**config.mk**
```make
export PLATFORM = sky130hd
export DESIGN_NAME = uart_rx_byte
export DESIGN_NICKNAME = d
export VERILOG_FILES = /design/src/rtl/uart_rx_byte.sv
export SDC_FILE = /design/constraint.sdc
export NUM_CORES = 1
export LEC_CHECK = 0
export ABC_AREA = 1
export ABC_CLOCK_PERIOD_IN_PS = 3150
export BUFFER_PORTS_ARGS = -buffer_cell sky130_fd_sc_hd__buf_2
export CORE_MARGIN = 2
export CORE_UTILIZATION = 23
export CTS_CLUSTER_SIZE = 40
export DETAILED_ROUTE_END_ITERATION = 10
export PLACE_DENSITY = 0.45
export SLEW_MARGIN = 20
export SYNTH_ARGS = -nofsm -noshare
export SYNTH_HDL_FRONTEND = slang
export SYNTH_SLANG_ARGS = --single-unit
export TNS_END_PERCENT = 10
```
**constraint.sdc**
```tcl
create_clock -name clk -period 3.15 [get_ports clk]
set_input_delay 0.63 -clock clk [delete_from_list [all_inputs] [get_ports clk]]
set_output_delay 0.63 -clock clk [all_outputs]
set_load 0.05 [all_outputs]
```
**src/rtl/uart_rx_byte.sv**
```systemverilog
// 8N1 UART receiver with a one-byte valid/ready output holding register.
// Mid-bit sampling from a 2-flop synchronized line, frame error and sticky overrun.
module uart_rx_byte #(
    parameter int CLK_HZ = 50_000_000,
    parameter int BAUD   = 115200
) (
    input  logic       clk,
    input  logic       rst,
    input  logic       rx_in,
    input  logic       ready,
    output logic [7:0] data_out,
    output logic       valid,
    output logic       frame_err,
    output logic       overrun,
    output logic       busy
);
    localparam int BIT_CLKS  = CLK_HZ / BAUD;
    localparam int HALF_CLKS = BIT_CLKS / 2;
    localparam int CW        = (BIT_CLKS > 2) ? $clog2(BIT_CLKS) : 1;

    localparam logic [CW-1:0] BIT_LAST  = CW'(BIT_CLKS - 1);
    localparam logic [CW-1:0] HALF_LAST = CW'(HALF_CLKS - 1);

    typedef enum logic [2:0] {
        IDLE,
        START,
        DATA,
        STOP,
        WAIT_HIGH
    } state_t;

    state_t          state;
    logic            rx_m;
    logic            rx_s;
    logic [CW-1:0]   cnt;
    logic [2:0]      idx;
    logic [7:0]      shreg;

    always_ff @(posedge clk or posedge rst) begin
        if (rst) begin
            rx_m <= 1'b1;
            rx_s <= 1'b1;
        end else begin
            rx_m <= rx_in;
            rx_s <= rx_m;
        end
    end

    always_ff @(posedge clk or posedge rst) begin
        if (rst) begin
            state     <= IDLE;
            cnt       <= '0;
            idx       <= '0;
            shreg     <= '0;
            data_out  <= '0;
            valid     <= 1'b0;
            frame_err <= 1'b0;
            overrun   <= 1'b0;
            busy      <= 1'b0;
        end else begin
            frame_err <= 1'b0;
            // A commit later in this block overrides this consume.
            if (valid && ready)
                valid <= 1'b0;

            unique case (state)
                IDLE: begin
                    if (!rx_s) begin
                        state <= START;
                        busy  <= 1'b1;
                        cnt   <= '0;
                    end
                end
                START: begin
                    if (cnt == HALF_LAST) begin
                        cnt <= '0;
                        if (rx_s) begin
                            state <= IDLE;
                            busy  <= 1'b0;
                        end else begin
                            state <= DATA;
                            idx   <= '0;
                        end
                    end else begin
                        cnt <= cnt + 1'b1;
                    end
                end
                DATA: begin
                    if (cnt == BIT_LAST) begin
                        cnt        <= '0;
                        shreg[idx] <= rx_s;
                        idx        <= idx + 1'b1;
                        if (idx == 3'd7)
                            state <= STOP;
                    end else begin
                        cnt <= cnt + 1'b1;
                    end
                end
                STOP: begin
                    if (cnt == BIT_LAST) begin
                        cnt <= '0;
                        if (rx_s) begin
                            state <= IDLE;
                            busy  <= 1'b0;
                            if (!valid || ready) begin
                                data_out <= shreg;
                                valid    <= 1'b1;
                            end else begin
                                overrun <= 1'b1;
                            end
                        end else begin
                            frame_err <= 1'b1;
                            state     <= WAIT_HIGH;
                        end
                    end else begin
                        cnt <= cnt + 1'b1;
                    end
                end
                WAIT_HIGH: begin
                    if (rx_s) begin
                        state <= IDLE;
                        busy  <= 1'b0;
                    end
                end
                default: begin
                    state <= IDLE;
                    busy  <= 1'b0;
                end
            endcase
        end
    end
endmodule

```
==> results.md, run 1 <==
* Netlist cell types at 23
* Critical Path End Type: flop
* Worst-case clock buffer depth at 2
* Synth Warn # at 0
* Die height at 96.9 um
* Overflow after GRT at 0
* Initial DRC Count at 103
* Setup Skew at ~0.0075 ns
* Total CTS buffers at 5
* DP Area at 2160 um^2
* M1 wire length at approximately 2.1 mm
* Total track usage at under 10%
* Hold WC Path Type: flop to flop
* Design Area, Final at 2270 um^2
* Synthesized cell area at between 1500 and 2000 um^2
* Post-Route WL at 4.06 mm
* Pwr dens at 392 nW/um^2
* Synthesized flop and latch total at 37
* Drt via density at 4.29
* Static Leak at 0.00116 uW
* TritonCTS clock tree: done
* Setup bufs post-CTS at 0
* Antenna Violating Nets Remaining at 0
* End point of the critical path: cnt[2]
* First-pass GRT wire length at between 7 and 8 mm
* Clock root cell: clkbuf_8
* Relative slew margins at 62.5%
* Worst EP arrival at 1.85 ns
* Vias in the first global route at around 1.5k
* Latest clock arrival within the worst-skew pair at roughly 0.29 ns
* Req. time, crit path at roughly 3.3 ns
* FP Rows at 33
* DR WL met2 at 1.74 mm
* Final HPWL from detailed placement at 3.04 mm
* RSZ-0062 raised after global routing: no
* End of the worst register-to-register path: cnt[2]
* Fin crit period at 1.68 ns
* Crit-path max FO at 7
* # fillers at 895
* Max-cap violations at 0
* VDD IR max at 0.145 mV
* CTS resizes at 0
* Hold buffers post-CTS at 0
* GP Congestion at 0.806
* Worst hold slack at 0.360 ns
* Largest net degree at the start of global routing at 25
* Clk slew on worst S/H paths at 0.07 ns
* Worst Setup SP: state[0]
* Endpoints failing setup at 0
* Die extent in x at 96.9 um
* Residual DRC at 0
* Period utilization at 53.2%
* Register area share after synthesis at between 40% and 50%
* Layout area overhead at 14.3%
* Starting Density at around a quarter
* Mean post-synth cell area at 7.78 um^2
* Status: complete, no violations
* Reg2Reg Setup Slack at 1.47 ns
* F_max at between 0.5 and 0.6 GHz
* Top routing layer used: met4
* Vias at 1,621
* Met3 WL at 133 um
* Core box area at between 8000 and 9000 um^2
* Final core occ at between 20% and 30%
* Slew Limit Fails at 0
* Worst reg-to-reg path cell count at 5
* Top Ports at 16
* Tightest Pin Transition at 0.561 ns
* Layout cells sized above 1 at ~15%
* Crit path launch type: flop
* Die area at between 9000 and 10,000 um^2
* Clock Sinks at 37
* H-tree depth at 2
* Net count after synthesis at approximately 260
* Antenna violations before repair at 0
* Worst reg2reg path startpoint: state[0]
* Setup CP Type: flop to flop
* Hold Violations, Final at 0
* Diodes inserted at 0
* Fin Setup TNS at 0 ns
* IO Port Bufs at 15
* Final nets at 282
* Pre-Repair DR Iteration Count at 4
* Routed WL per cell at 10.7 um
* Synth Instances at 255
## critical path, stage by stage (launching register included)
cell and delay (ns):
dfrtp_1 0.47, nor2_1 0.11, a21oi_1 0.44, inv_1 0.24, o21ai_0 0.24, nor2_1 0.06
## kinds of logic after synthesis
kind of cell    Yosys count  synth area share [%]
simple gates            152                  34.2
compound gates           20                  6.81
flops                    37                  46.8
xor+xnor                  2                 0.883
buf+inv                  39                  8.14
fa+ha+maj                 5                  3.15
## sequential cells by signal, summed over array words and instances, names as in the netlist
register   count
data_out       8
busy           1
shreg          8
state          3
rx_m           1
rx_s           1
valid          1
idx            3
frame_err      1
overrun        1
cnt            9
## how the worst min path moves through the flow
stage / cells past startpoint / from / endpoint
after floorplan: 0 / rx_m / rx_s
after global placement: 0 / rx_m / rx_s
after detailed placement: 0 / rx_m / rx_s
after CTS: 0 / rx_m / rx_s
after global routing: 0 / rx_m / rx_s
final: 0 / rx_m / rx_s
## Yosys cell counts
cell      number  area (um^2)
inv_2          1         3.75
buf_6          2         22.5
dfrtp_1       35          876
nand2_2        1         6.26
dfstp_2        2         52.6
o21ai_2        8         70.1
o21bai_1       2         15.0
o21ai_0        9         45.0
ha_1           5         62.6
and3_1         1         6.26
nand3_4        1         17.5
nand2_1       84          315
xor2_1         2         17.5
nor2_4         2         22.5
nand3_1       25          125
clkinv_1       1         3.75
nand4_1       14         87.6
nor3_1         2         10.0
clkbuf_1       3         11.3
a21oi_1        1         5.00
inv_1         32          120
nor2_1        20         75.1
nor2_2         2         12.5
## final cells by class
type	instances	area [um^2]	area share, %
well taps	105	131	5.79
clock inverters	2	35.0	1.55
multi-input cells	179	893	39.4
repair buffers	16	82.6	3.64
flip-flops and latches	37	928	40.9
inverters	34	128	5.63
clock buffers	5	68.8	3.04
## power by group
part | internal, uW | total (uW) | switching [uW]
clock network | 230 | 394 | 164
logic | 3.06 | 14.6 | 11.6
registers | 477 | 481 | 3.41
total | 710 | 890 | 179
## metrics by stage
stage                     setup WS, ns  total power [uW]  cells
after floorplan                   1.68               498    255
after global placement            1.51               506    371
after detailed placement          1.50               506    371
after CTS                         1.49               909    378
after global routing              1.28               930    378
final                             1.47               890    378
## placed cells by master (no fill, tap or decap), drive strengths merged, types with 2 or more instances in the layout
master and n:
ha 5, o21bai 2, clkbuf 5, nand3 26, clkinv 2, nor2 24, nand4 14, dfstp 2
nand2 85, buf 16, dfrtp 35, o21ai 17, nor3 2, xor2 2, inv 33
## layer usage
metal / vias to the layer above / global-route usage (%)
met5: - / 0
met4: 0 / 3.90
met3: 5 / 2.75
met2: 20 / 13.4
met1: 750 / 12.8
li1: 846 / -
Power figures use the tool's default switching activity.
==> inputs of run 2 (changes only) <==
--- a/config.mk
+++ b/config.mk
@@ -6,7 +6,7 @@
 export NUM_CORES = 1
 export LEC_CHECK = 0
 export ABC_AREA = 1
-export ABC_CLOCK_PERIOD_IN_PS = 3150
+export ABC_CLOCK_PERIOD_IN_PS = 1700
 export BUFFER_PORTS_ARGS = -buffer_cell sky130_fd_sc_hd__buf_2
 export CORE_MARGIN = 2
 export CORE_UTILIZATION = 23
==> constraint.sdc (replaced) <==
create_clock -name clk -period 1.7 [get_ports clk]
set_input_delay 0.34 -clock clk [delete_from_list [all_inputs] [get_ports clk]]
set_output_delay 0.34 -clock clk [all_outputs]
set_load 0.05 [all_outputs]
==> run 2 against run 1 <==
Against the previous run:
- critical path depth up 2
- via count is 2.4% higher
- clock power up 74%
- sequential power increased by 84%
- non-clock buffer count rose by 14
- final area grew 6.6%
- maximum frequency is 9.3% higher
- routed wire length is 8.3% higher
- die area is the same
- global-route usage is 0.45 points higher
- clock skew shrank 0.0021 ns
==> results.md, run 2 (synthesis results as in run 1) <==
* Vias at 1,660
* Worst hold slack at 0.141 ns
* Setup Skew at 0.00538 ns
* Diodes inserted at 0
* RSZ-0062 raised after global routing: no
* Drt via density at 4.21
* Pwr dens at 665 nW/um^2
* Worst reg2reg path startpoint: state[1]
* Crit path launch type: flop
* Fin crit period at between 1.5 and 2 ns
* H-tree depth at 2
* Fin Setup TNS at 0 ns
* Max-cap violations at 0
* Hold Path Sink: rx_m
* Sw power at ~350 uW
* Critical Path End Type: flop
* Endpoints failing setup at 0
* Layout cells sized above 1 at roughly 21%
* Crit-path max FO at 8
* Pre-Repair DR Iteration Count at 4
* Hold Crit Depth at 1
* Post-Route WL at 4.39 mm
* Max FFs per register at 9
* Final nets at 297
* F_max at roughly 0.65 GHz
* Total track usage at a little under 10%
* Largest net degree at the start of global routing at 38
* Clk slew on worst S/H paths at about 0.08 ns
* Switching share of power at 21.7%
* Internal power at around 1300 uW
* Final HPWL from detailed placement at 3.04 mm
* Die area at around 9400 um^2
* Routed WL per cell at 11.1 um
* Die height at 96.9 um
* Worst EP arrival at around 1.7 ns
* Clock root cell: clkbuf_8
* Die extent in x at 96.9 um
* Relative slew margins at 67.2%
* Top flop regs: cnt x9, data_out x8, shreg x8
* Status: complete, no violations
* Latest clock arrival within the worst-skew pair at about 0.29 ns
* Req. time, crit path at about 1.9 ns
* Post-route total power at around 1600 uW
* Static Leak at 0.00123 uW
* Slew Limit Fails at 0
* Largest Register: cnt
* FP Rows at 33
* Final core occ at between 20% and 30%
* Commonest non-fill, non-tap cell in the layout: nand2_1
* Clock Sinks at 37
* Tightest Pin Transition at between 0.4 and 0.5 ns
* # fillers at 902
* Layout area overhead at 21.9%
* Worst reg-to-reg path cell count at 7
* GP Congestion at 0.795
* Comb power frac at 2.1%
* Total CTS buffers at 5
* Setup CP Type: flop to flop
* Overflow after GRT at 0
* Most frequent cells in the layout: nand2_1, dfrtp_1, inv_1
* Hold wc startpoint: rx_in
* Period utilization at roughly nine tenths
* VDD IR max at 0.258 mV
* Clock Power Share at ~43%
* Top Ports at 16
* Reg power frac at between 50% and 60%
* TritonCTS clock tree: done
* Antenna violations before repair at 0
* IO Port Bufs at 15
* Hold Violations, Final at 0
* Starting Density at a little under a quarter
* Core box area at between 8000 and 9000 um^2
* Initial DRC Count at 79
* Worst-case clock buffer depth at 2
* Reg2Reg Setup Slack at around 0.17 ns
* Antenna Violating Nets Remaining at 0
* End of the worst register-to-register path: data_out[6]
* Vias in the first global route at 1,604
* Hold WC Path Type: input pin to flop
* First-pass GRT wire length at around 7.5 mm
* Residual DRC at 0
-- run 2: cell count changes in the layout (fill, tap and decap cells not counted) --
cell,previous run,this run
nand2_1,84,82
buf_4,1,13
inv_1,32,30
buf_12,0,2
nand3_4,1,2
inv_2,1,3
clkbuf_8,5,7
bufinv_16,1,0
nand2_2,1,3
-- run 2: through the flow --
stage	cell area (um^2)	instances	setup slack (ns)
after floorplan	1980	255	0.230
after global placement	2260	382	0.105
after detailed placement	2260	382	0.0583
after CTS	2360	390	0.0366
after global routing	2420	394	0.00979
final	2420	394	0.166
-- run 2: how the worst max path moves through the flow --
stage,start,to,slack (ns),cells past startpoint
after global placement,cnt[1],data_out[6],0.10,9
after detailed placement,cnt[1],data_out[6],0.06,9
after floorplan,cnt[1],data_out[6],0.23,10
after global routing,cnt[1],shreg[3],0.01,10
final,state[1],data_out[6],0.17,7
after CTS,cnt[1],data_out[6],0.04,9
-- run 2: power by group through the flow --
stage / registers [uW] / logic [uW] / clock network (uW)
floorplan: 901 / 21.9 / 0
global placement: 903 / 36.8 / 0
detailed placement: 903 / 36.9 / 0
CTS: 885 / 36.8 / 721
global route: 885 / 40.2 / 761
finish: 885 / 34.4 / 687
-- run 2: area by class of cell --
class                   count  area [um^2]  area share (%)
well taps                 105          131            5.43
flip-flops and latches     37          928            38.4
inverters                  34          128            5.28
repair buffers             30          213            8.80
multi-input cells         180          916            37.9
clock buffers               7         96.3            3.99
clock inverters             1         5.00           0.207
-- run 2: repair_timing --
action / CTS / global route
endpoints found under the setup margin: 0 / 22
hold buffers: 0 / 0
hold endpoints to repair: 0 / 0
buffers inserted: 0 / 3
resized for setup: 0 / 5
-- run 2: metal layers --
| layer | track usage [%] | part of all wire, % | wire length (um) |
|---|---|---|---|
| met5 | 0 | 0 | 0 |
| met4 | 3.90 | 1.3 | 57 |
| met3 | 2.60 | 2.5 | 109 |
| met2 | 14.7 | 45 | 1980 |
| met1 | 13.1 | 51 | 2240 |
-- run 2: critical path: stages, from the launching register on --
cell and delay, ns:
dfrtp_1 0.43, inv_2 0.09, nor2_4 0.15, nand2_1 0.13, nor2_2 0.30, nand3_4 0.17
nand2_1 0.11, o21ai_2 0.05
